--- config.mk ---
export PLATFORM = sky130hd
export DESIGN_NAME = regfile_write_scheduler
export DESIGN_NICKNAME = d
export VERILOG_FILES = /design/src/rtl/regfile_write_scheduler.sv
export SDC_FILE = /design/constraint.sdc
export NUM_CORES = 1
export LEC_CHECK = 0
export CORE_ASPECT_RATIO = 1.2
export CORE_MARGIN = 2
export CORE_UTILIZATION = 37
export CTS_BUF_LIST = sky130_fd_sc_hd__clkbuf_4 sky130_fd_sc_hd__clkbuf_8 sky130_fd_sc_hd__clkbuf_16
export DETAILED_ROUTE_END_ITERATION = 12
export GPL_ROUTABILITY_DRIVEN = 0
export PLACE_DENSITY = 0.75
export SYNTH_ARGS = -nofsm -noshare
export SYNTH_HDL_FRONTEND = slang
export SYNTH_SLANG_ARGS = --single-unit
--- constraint.sdc ---
create_clock -name clock_in -period 3.06 [get_ports clock_in]
set_input_delay 0.612 -clock clock_in [delete_from_list [all_inputs] [get_ports clock_in]]
set_output_delay 0.612 -clock clock_in [all_outputs]
set_load 0.03 [all_outputs]
--- src/rtl/regfile_write_scheduler.sv ---
// ---------------------------------------------------------------------------
// regfile_write_scheduler
//
// Purpose:
//   Shares the single register-file write port between two writeback
//   requesters (A = ALU result, B = memory load). It also contains a
//   sequenced clear engine that zeroes registers 0..NUM_REGS-1, one per cycle.
//   The write-port outputs are registered on posedge clock_in, so the register
//   file's negedge write samples stable values.
//
// Parameters:
//   NUM_REGS  registers walked by the clear engine (addresses 0..NUM_REGS-1)
//   AW        register address width
//   DW        write data width
//
// Ports:
//   clock_in     in   system clock, posedge
//   rst          in   asynchronous reset, active-high
//   req_a        in   ALU write request, held until granted
//   addr_a       in   ALU destination register
//   data_a       in   ALU write data
//   req_b        in   load write request, held until granted
//   addr_b       in   load destination register
//   data_b       in   load write data
//   clear_start  in   one-cycle pulse that starts the clear sequence
//   grant_a      out  combinational; A's request is accepted this cycle
//   grant_b      out  combinational; B's request is accepted this cycle
//   regWrite     out  registered write enable to the register file
//   writeReg     out  registered write address
//   writeData    out  registered write data
//   busy         out  high while the clear sequence is writing
//   clear_done   out  one-cycle pulse after the last clear write
//   state_dbg    out  current FSM state (0 = IDLE, 1 = CLEAR)
//
// Handshake:
//   A requester raises req_x with its addr/data and holds all three stable
//   until grant_x is seen high in the same cycle. The request is consumed at
//   that cycle's posedge. The requester may then drop req_x or present a new
//   request.
//
// Configuration macro:
//   ZERO_REG_PROTECT_EN - when defined, a granted request to address 0 is
//   accepted and released, but it produces no write. The clear engine still
//   writes address 0.
// ---------------------------------------------------------------------------
module regfile_write_scheduler #(
    parameter int NUM_REGS = 8,
    parameter int AW       = 5,
    parameter int DW       = 32
) (
    input  logic          clock_in,
    input  logic          rst,
    input  logic          req_a,
    input  logic [AW-1:0] addr_a,
    input  logic [DW-1:0] data_a,
    input  logic          req_b,
    input  logic [AW-1:0] addr_b,
    input  logic [DW-1:0] data_b,
    input  logic          clear_start,
    output logic          grant_a,
    output logic          grant_b,
    output logic          regWrite,
    output logic [AW-1:0] writeReg,
    output logic [DW-1:0] writeData,
    output logic          busy,
    output logic          clear_done,
    output logic          state_dbg
);

    localparam int CW = $clog2(NUM_REGS + 1);

    typedef enum logic {
        IDLE  = 1'b0,
        CLEAR = 1'b1
    } state_t;

    state_t        state_q, state_d;
    logic          prio_q, prio_d;       // 0 = A wins a tie, 1 = B wins a tie
    logic [CW-1:0] cnt_q, cnt_d;
    logic          reg_write_q, reg_write_d;
    logic [AW-1:0] write_reg_q, write_reg_d;
    logic [DW-1:0] write_data_q, write_data_d;
    logic          busy_q, busy_d;
    logic          clear_done_q, clear_done_d;

    logic          arb_ok;
    logic [AW-1:0] win_addr;
    logic [DW-1:0] win_data;
    logic          win_blocked;

    // Arbitration is open only in IDLE, outside reset, and when no clear is
    // being started. clear_start takes precedence over both requesters.
    assign arb_ok  = !rst && (state_q == IDLE) && !clear_start;
    assign grant_a = arb_ok && req_a && (!req_b || !prio_q);
    assign grant_b = arb_ok && req_b && (!req_a ||  prio_q);

    assign win_addr = grant_a ? addr_a : addr_b;
    assign win_data = grant_a ? data_a : data_b;

`ifdef ZERO_REG_PROTECT_EN
    assign win_blocked = (win_addr == '0);
`else
    assign win_blocked = 1'b0;
`endif

    always_comb begin
        state_d      = state_q;
        prio_d       = prio_q;
        cnt_d        = cnt_q;
        reg_write_d  = 1'b0;
        write_reg_d  = write_reg_q;
        write_data_d = write_data_q;
        busy_d       = 1'b0;
        clear_done_d = 1'b0;

        case (state_q)
            IDLE: begin
                if (clear_start) begin
                    // The first clear write (address 0) goes out on this edge,
                    // so busy and the clear writes line up cycle for cycle.
                    state_d      = CLEAR;
                    reg_write_d  = 1'b1;
                    write_reg_d  = '0;
                    write_data_d = '0;
                    cnt_d        = CW'(1);
                    busy_d       = 1'b1;
                end else begin
                    // Only a tie moves the priority pointer.
                    if (req_a && req_b) begin
                        prio_d = !prio_q;
                    end
                    if ((grant_a || grant_b) && !win_blocked) begin
                        reg_write_d  = 1'b1;
                        write_reg_d  = win_addr;
                        write_data_d = win_data;
                    end
                end
            end
            CLEAR: begin
                if (cnt_q == CW'(NUM_REGS)) begin
                    // All writes issued: this edge drops busy and pulses done.
                    state_d      = IDLE;
                    cnt_d        = '0;
                    clear_done_d = 1'b1;
                end else begin
                    reg_write_d  = 1'b1;
                    write_reg_d  = AW'(cnt_q);
                    write_data_d = '0;
                    cnt_d        = cnt_q + CW'(1);
                    busy_d       = 1'b1;
                end
            end
            default: begin
                state_d = IDLE;
            end
        endcase
    end

    always_ff @(posedge clock_in or posedge rst) begin
        if (rst) begin
            state_q      <= IDLE;
            prio_q       <= 1'b0;
            cnt_q        <= '0;
            reg_write_q  <= 1'b0;
            write_reg_q  <= '0;
            write_data_q <= '0;
            busy_q       <= 1'b0;
            clear_done_q <= 1'b0;
        end else begin
            state_q      <= state_d;
            prio_q       <= prio_d;
            cnt_q        <= cnt_d;
            reg_write_q  <= reg_write_d;
            write_reg_q  <= write_reg_d;
            write_data_q <= write_data_d;
            busy_q       <= busy_d;
            clear_done_q <= clear_done_d;
        end
    end

    assign regWrite   = reg_write_q;
    assign writeReg   = write_reg_q;
    assign writeData  = write_data_q;
    assign busy       = busy_q;
    assign clear_done = clear_done_q;
    assign state_dbg  = state_q;

endmodule

==> results of run 1 <==
-- per-layer routing --
metal | track usage [%] | wire [um]
met1 | 19.8 | 2450
met2 | 29.0 | 2970
met3 | 4.09 | 424
met5 | 0 | 0
met4 | 5.51 | 78
-- cells in the mapped netlist, drive strengths merged --
| library cell | n |
|---|---|
| a211oi | 1 |
| a21o | 1 |
| a21oi | 4 |
| a22oi | 1 |
| a31oi | 3 |
| and2 | 1 |
| and3 | 1 |
| and4b | 1 |
| buf | 14 |
| clkbuf | 5 |
| dfrtp | 45 |
| ha | 2 |
| inv | 5 |
| mux2 | 4 |
| mux2i | 34 |
| nand2 | 46 |
| nand2b | 1 |
| nand3 | 1 |
| nand4 | 1 |
| nand4b | 1 |
| nor2 | 6 |
| nor2b | 1 |
| o2111a | 1 |
| o21a | 1 |
| o21ai | 1 |
| o21bai | 1 |
| o31ai | 34 |
| or2 | 1 |
| xor2 | 1 |
-- report_power, final --
group	switching [uW]	internal (uW)	total, uW	leakage, uW
logic	471	400	871	0.000874
registers	99.4	700	800	0.000601
clock network	185	189	374	0.0000498
-- cell families (layout without fill, tap and decap cells) --
family / count (synthesis) / count (layout) / share of synthesized area (%)
and+or+nand+nor: 61 / 61 / 10.8
AOI/OAI and AO/OA: 48 / 48 / 18.5
DFF: 45 / 45 / 46.5
muxes: 38 / 38 / 15.9
buffers and inverters: 24 / 140 / 6.92
adders and majority gates: 2 / 2 / 1.03
xor gates and xnor gates: 1 / 1 / 0.362
-- state kept, by name, summed over array words and instances, names as in the netlist --
| name | cells |
|---|---|
| writeData | 32 |
| prio_q | 1 |
| writeReg | 5 |
| clear_done | 1 |
| busy | 1 |
| regWrite | 1 |
| cnt_q | 4 |
-- tightest hold or removal path, stage by stage (launching register included) --
cell	delay, ns
dfrtp_1	0.35
nand2_1	0.05
o31ai_1	0.05
-- metrics by stage --
stage / area (um^2) / setup WS, ns / hold WS [ns] / cells / util [%]
2_1_floorplan: 2420 / 0.372 / 0.481 / 219 / -
4_1_cts: 3740 / 0.648 / 0.486 / 420 / 58.8
5_1_grt: 3740 / 0.583 / 0.507 / 420 / 58.8
3_5_place_dp: 3650 / 0.605 / 0.467 / 412 / 57.4
6_report: 3740 / 0.675 / 0.480 / 420 / 58.8
3_3_place_gp: 3650 / 0.671 / 0.459 / 412 / 57.4
-- cell type report --
type	instances	area (um^2)
repair buffers	127	1260
well taps	85	106
inverters	5	18.8
fillers	567	2620
flip-flops and latches	45	1130
multi-input cells	150	1140
clock buffers	8	91.3
-- worst paths after layout --
path | to | slack, ns | depth (start not counted)
worst max register to register | writeReg[3]$_DFFE_PP0P_ | 1.24 | 8
worst max-delay path | grant_b | 0.67 | 4
max in group asynchronous | writeData[12]$_DFFE_PP0P_ | 1.77 | 3
min in group asynchronous | prio_q$_DFFE_PP0P_ | 0.92 | 3
worst min-delay path | writeData[2]$_DFFE_PP0P_ | 0.48 | 2
worst min register to register | writeData[2]$_DFFE_PP0P_ | 0.48 | 2
-- layout by cell type, fill, tap and decap left out, types with 2 or more instances in the layout --
| cell | synthesis | layout |
|---|---|---|
| nand2_1 | 46 | 46 |
| inv_2 | 1 | 2 |
| a21oi_1 | 4 | 4 |
| o31ai_2 | 19 | 19 |
| o31ai_1 | 15 | 15 |
| ha_1 | 2 | 2 |
| buf_4 | 3 | 7 |
| dfrtp_1 | 45 | 45 |
| mux2i_1 | 34 | 34 |
| mux2_2 | 4 | 4 |
| clkbuf_8 | 0 | 5 |
| nor2_1 | 6 | 6 |
| clkdlybuf4s50_1 | 0 | 119 |
| inv_1 | 4 | 3 |
| a31oi_1 | 3 | 3 |
| clkbuf_4 | 1 | 3 |
==> impl_results.md, run 1 <==
- Die X: 77.8 um
- Worst-path maximum fanout: 6
- Hold path start: writeData[2]$_DFFE_PP0P_
- Io pins: 122
- Total power: 2050 uW
- Register bit total from synthesis: 45
- # Post-CTS Setup Buffers: 0
- Cell count after synthesis: 219
- Synth top area cells: dfrtp_1, mux2i_1, o31ai_2
- Remaining DRCs: 0
- Crit end category: output pin
- Critical setup path kind: input pin to output pin
- Seq/Total Area, Yosys: 46.5%
- Post-Syn Area: 0.00242 mm^2
- Largest net degree at the start of global routing: 46
- CTS sink count: 45
- PortBufs: 121
- Core ar.: 0.00637 mm^2
- First-pass GRT wire length: 9.63 mm
- Gr ovfl total: 0
- Worst Path Buf+Inv: 2
- Post-route clock skew: 0.00525 ns
- MaxCap Viol Count: 0
- GRT Util Overall: 16.6%
- Crit path from: clear_start
- DRT Wirelength: 5.93 mm
- Remaining antenna violation count: 0
- Total number of vias: 2,041
- Maximum clock insertion buffer count: 2
- Leakage power: 0.00152 uW
- Via-to-Cell Ratio: 4.86
- Post-CTS sizing: 0
- Status: complete, no violations
- Htree depth: 2
- Power density over cell area: 546 mW/mm^2
- CTS Root Cell: clkbuf_8
- Hold/Removal Path Class: register to register
- Synth warn: 0
- Die Height: 92.6 um
- Worst Max-Slew Pin Slew: 0.863 ns
- Max incr delay on CP: 0.45 ns
- Final setup viols: 0
- Slew Limit Fails: 0
- Inserted Diodes: 0
- Cell chain of the critical path: clkdlybuf4s50_1, nor2_1, o2111a_1, buf_4
- Syn Nets: 300
- Hold_buf cts: 0
- Slowest cell on the critical path: clkdlybuf4s50_1
- Top cell family by delay on the critical path: buffers and inverters
- Final hold viol count: 0
- Area Growth Syn to Fin: 54.6%
- Netlist cell types: 35
- CP startpoint kind: input pin
- CTS tree: done
- Initial detailed-routing violation count: 130
- Site Rows: 32
- Worst r2r src: cnt_q[0]$_DFFE_PP0N_
- Final HPWL from detailed placement: 4.41 mm
- CTS buffer count: 5
- Initial cell density of the core: 38.0%
- Final setup TNS: 0 ns
- Vias in the first global route: 2,034
- Detailed Routing Iterations Pass 1: 4
- Worst-case vdd ir drop: 378 uV
- Register clock-pin slew on the reported worst setup and hold paths: 0.08 ns
- Achievable Freq: 419 MHz
- Die area: 0.00721 mm^2
- Layout cells sized above 1: 13.4%
- Min Clock Period, post-route: 2.39 ns
- Yosys top cell by area: dfrtp_1
- Top-area cell type share of the netlist area: 46.5%
- Req. time, crit path: 2.45 ns
- Crit share post-route: 78.0%
- Critical path arrival: 1.77 ns
- Syn_area_per_cell: 11.1 um^2
- Drt wl/cell: 14.1 um
- Fin nets: 415
- Clk Latency, worst-skew pair: 0.28 ns
- Antenna violations before repair: 0
- Unrepaired setup endpoints after global routing: no
- Max transition margin: 42.5%
Power figures use the tool's default switching activity.
==> run 2: changes to the inputs <==
==> constraint.sdc (replaced) <==
create_clock -name clock_in -period 2.2 [get_ports clock_in]
set_input_delay 0.44 -clock clock_in [delete_from_list [all_inputs] [get_ports clock_in]]
set_output_delay 0.44 -clock clock_in [all_outputs]
set_load 0.03 [all_outputs]
==> run 2 against run 1 <==
Against the previous run: critical path depth is 1 higher; cell count is 1.4% higher; die area stayed put; non-clock buffer count is 6 higher; first-iteration DRC count is 45% lower; setup slack worse by 0.50 ns; wire length is 0.12% higher; critical path type unchanged.
==> impl_results.md, run 2 (same netlist as run 1, synthesis figures left out) <==
- Area Growth Syn to Fin: 58.0%
- Detailed Routing Iterations Pass 1: 4 (unchanged)
- Via-to-Cell Ratio: 4.85 (-0.30%)
- Register clock-pin slew on the reported worst setup and hold paths: 0.08 ns (about the same)
- Total number of vias: 2,064 (+1.1%)
- # Post-CTS Setup Buffers: 0 (unchanged)
- Hold/Removal Path Class: register to register
- Leakage power: 0.00156 uW (+2.3%)
- Maximum clock insertion buffer count: 2 (unchanged)
- Worst-case vdd ir drop: 572 uV (+51%)
- Worst hold margin: 0.479 ns (-0.000773 ns)
- Min Clock Period, post-route: 2.03 ns
- CP startpoint kind: input pin
- Power density over cell area: 761 mW/mm^2 (+39%)
- Site Rows: 32 (unchanged)
- Wire length on met1: 2.45 mm (about the same)
- Status: complete, no violations
- Highest Signal Layer: met4
- Commonest non-fill, non-tap cell in the layout: clkdlybuf4s50_1
- Slowest cell on the critical path: clkdlybuf4s50_1
- Max transition margin: 62.0% (+20 points)
- Met3 Routed Length: 387 um (-8.7%)
- Cell chain of the critical path: clkdlybuf4s50_1, inv_2, a211oi_4, and2_1, buf_4
- Initial detailed-routing violation count: 72 (-45%)
- Hold_buf cts: 0 (unchanged)
- Die Height: 92.6 um (unchanged)
- Largest net degree at the start of global routing: 46 (unchanged)
- Die area: 0.00721 mm^2 (unchanged)
- Max incr delay on CP: 0.52 ns (+0.07 ns)
- Worst Max-Slew Pin Slew: 0.569 ns (-0.294 ns)
- GRT Util Overall: 16.2% (-0.36 points)
- Post-CTS sizing: 0 (unchanged)
- Top cell family by delay on the critical path: buffers and inverters
- Inserted Diodes: 0 (unchanged)
- Unrepaired setup endpoints after global routing: no
- Final hold viol count: 0 (unchanged)
- Setup slack at placement: -0.0217 ns (-0.627 ns)
- Crit end category: output pin
- Slew Limit Fails: 0 (unchanged)
- Htree depth: 2 (unchanged)
- CTS sink count: 45 (unchanged)
- Die X: 77.8 um (unchanged)
- Fin nets: 421 (+1.4%)
- Worst-path maximum fanout: 3 (-3)
- Req. time, crit path: 1.76 ns (-0.69 ns)
- Critical path arrival: 1.59 ns (-0.18 ns)
- Achievable Freq: 493 MHz
- Most frequent cells in the layout: clkdlybuf4s50_1, nand2_1, dfrtp_1, mux2i_1, o31ai_2
- Final setup TNS: 0 ns (unchanged)
- Met2 wire len: 2.98 mm (+0.54%)
- Vias in the first global route: 2,010 (-1.2%)
- Io pins: 122 (unchanged)
- Layout cells sized above 1: 15.0% (+1.5 points)
- Remaining antenna violation count: 0 (unchanged)
- CTS tree: done
- Core ar.: 0.00637 mm^2 (unchanged)
- Max FFs per register: 32 (unchanged)
- Clk Latency, worst-skew pair: 0.29 ns (about the same)
- Drt wl/cell: 13.9 um (-1.3%)
- PortBufs: 121 (unchanged)
- Final setup viols: 0 (unchanged)
- Remaining DRCs: 0 (unchanged)
- MaxCap Viol Count: 0 (unchanged)
- Gr ovfl total: 0 (unchanged)
- Crit share post-route: 92.3%
- Initial cell density of the core: 38.0% (unchanged)
- First-pass GRT wire length: 9.32 mm (-3.3%)
- Worst Path Buf+Inv: 3 (+1)
- Antenna violations before repair: 0 (unchanged)
- CTS buffer count: 5 (unchanged)
- Final worst setup slack: 0.170 ns (-0.504 ns)
- Final HPWL from detailed placement: 4.53 mm (+2.7%)
- Post-route clock skew: 0.00649 ns (+0.00124 ns)
- Critical setup path kind: input pin to output pin
- DRT Wirelength: 5.93 mm (+0.12%)
- CTS Root Cell: clkbuf_8
## run 2: changes by cell type in the layout (fill, tap and decap cells not counted), sizes merged
cell      previous run  this run
inv                  5         4
buf                  8        14
clkinv               0         1
clkbuf               8         7
clkinvlp             0         1
## run 2: worst reg2reg max path, cell delays in order, from the launching register on
cell	delay, ns
dfrtp_1	0.47
inv_1	0.07
ha_1	0.23
and4b_4	0.21
a21o_2	0.24
buf_12	0.18
a21oi_1	0.16
a21oi_1	0.08
## run 2: layer usage
| layer | global-route usage (%) | up-vias |
|---|---|---|
| met4 | 5.51 | 0 |
| met5 | 0 | - |
| met2 | 28.7 | 75 |
| met3 | 4.19 | 10 |
| li1 | - | 1016 |
| met1 | 18.9 | 963 |
## run 2: cell type report
cell class / instances / area (um^2)
Inverter: 5 / 22.5
Tap cell: 85 / 106
Fill cell: 556 / 2540
Multi-Input combinational cell: 150 / 1140
Timing Repair Buffer: 133 / 1330
Clock buffer: 7 / 96.3
Clock inverter: 1 / 5.00
Sequential cell: 45 / 1130
## run 2: final timing paths
check                                           end  slack, ns                startpoint  depth (start not counted)
max in group asynchronous  writeData[5]$_DFFE_PP0P_       1.03                       rst                          3
min                        writeData[4]$_DFFE_PP0P_       0.48  writeData[4]$_DFFE_PP0P_                          2
max                                         grant_a       0.17                     req_a                          5
min reg2reg                writeData[4]$_DFFE_PP0P_       0.48  writeData[4]$_DFFE_PP0P_                          2
max reg2reg                 writeReg[1]$_DFFE_PP0P_       0.45      cnt_q[0]$_DFFE_PP0N_                          7
min in group asynchronous        prio_q$_DFFE_PP0P_       0.77                       rst                          3
## run 2: where the power goes
part | switching [uW] | leakage (uW) | internal [uW]
combinational | 668 | 0.000904 | 594
clock | 268 | 0.0000542 | 284
sequential | 124 | 0.000601 | 974
## run 2: through the flow
step | util [%] | instance area, um^2 | instances | power, uW
after floorplan | - | 2420 | 219 | 1900
after global placement | 58.5 | 3720 | 418 | 2360
after detailed placement | 58.5 | 3720 | 418 | 2390
after CTS | 60.1 | 3830 | 426 | 2950
after global routing | 60.1 | 3830 | 426 | 3080
final | 60.1 | 3830 | 426 | 2910
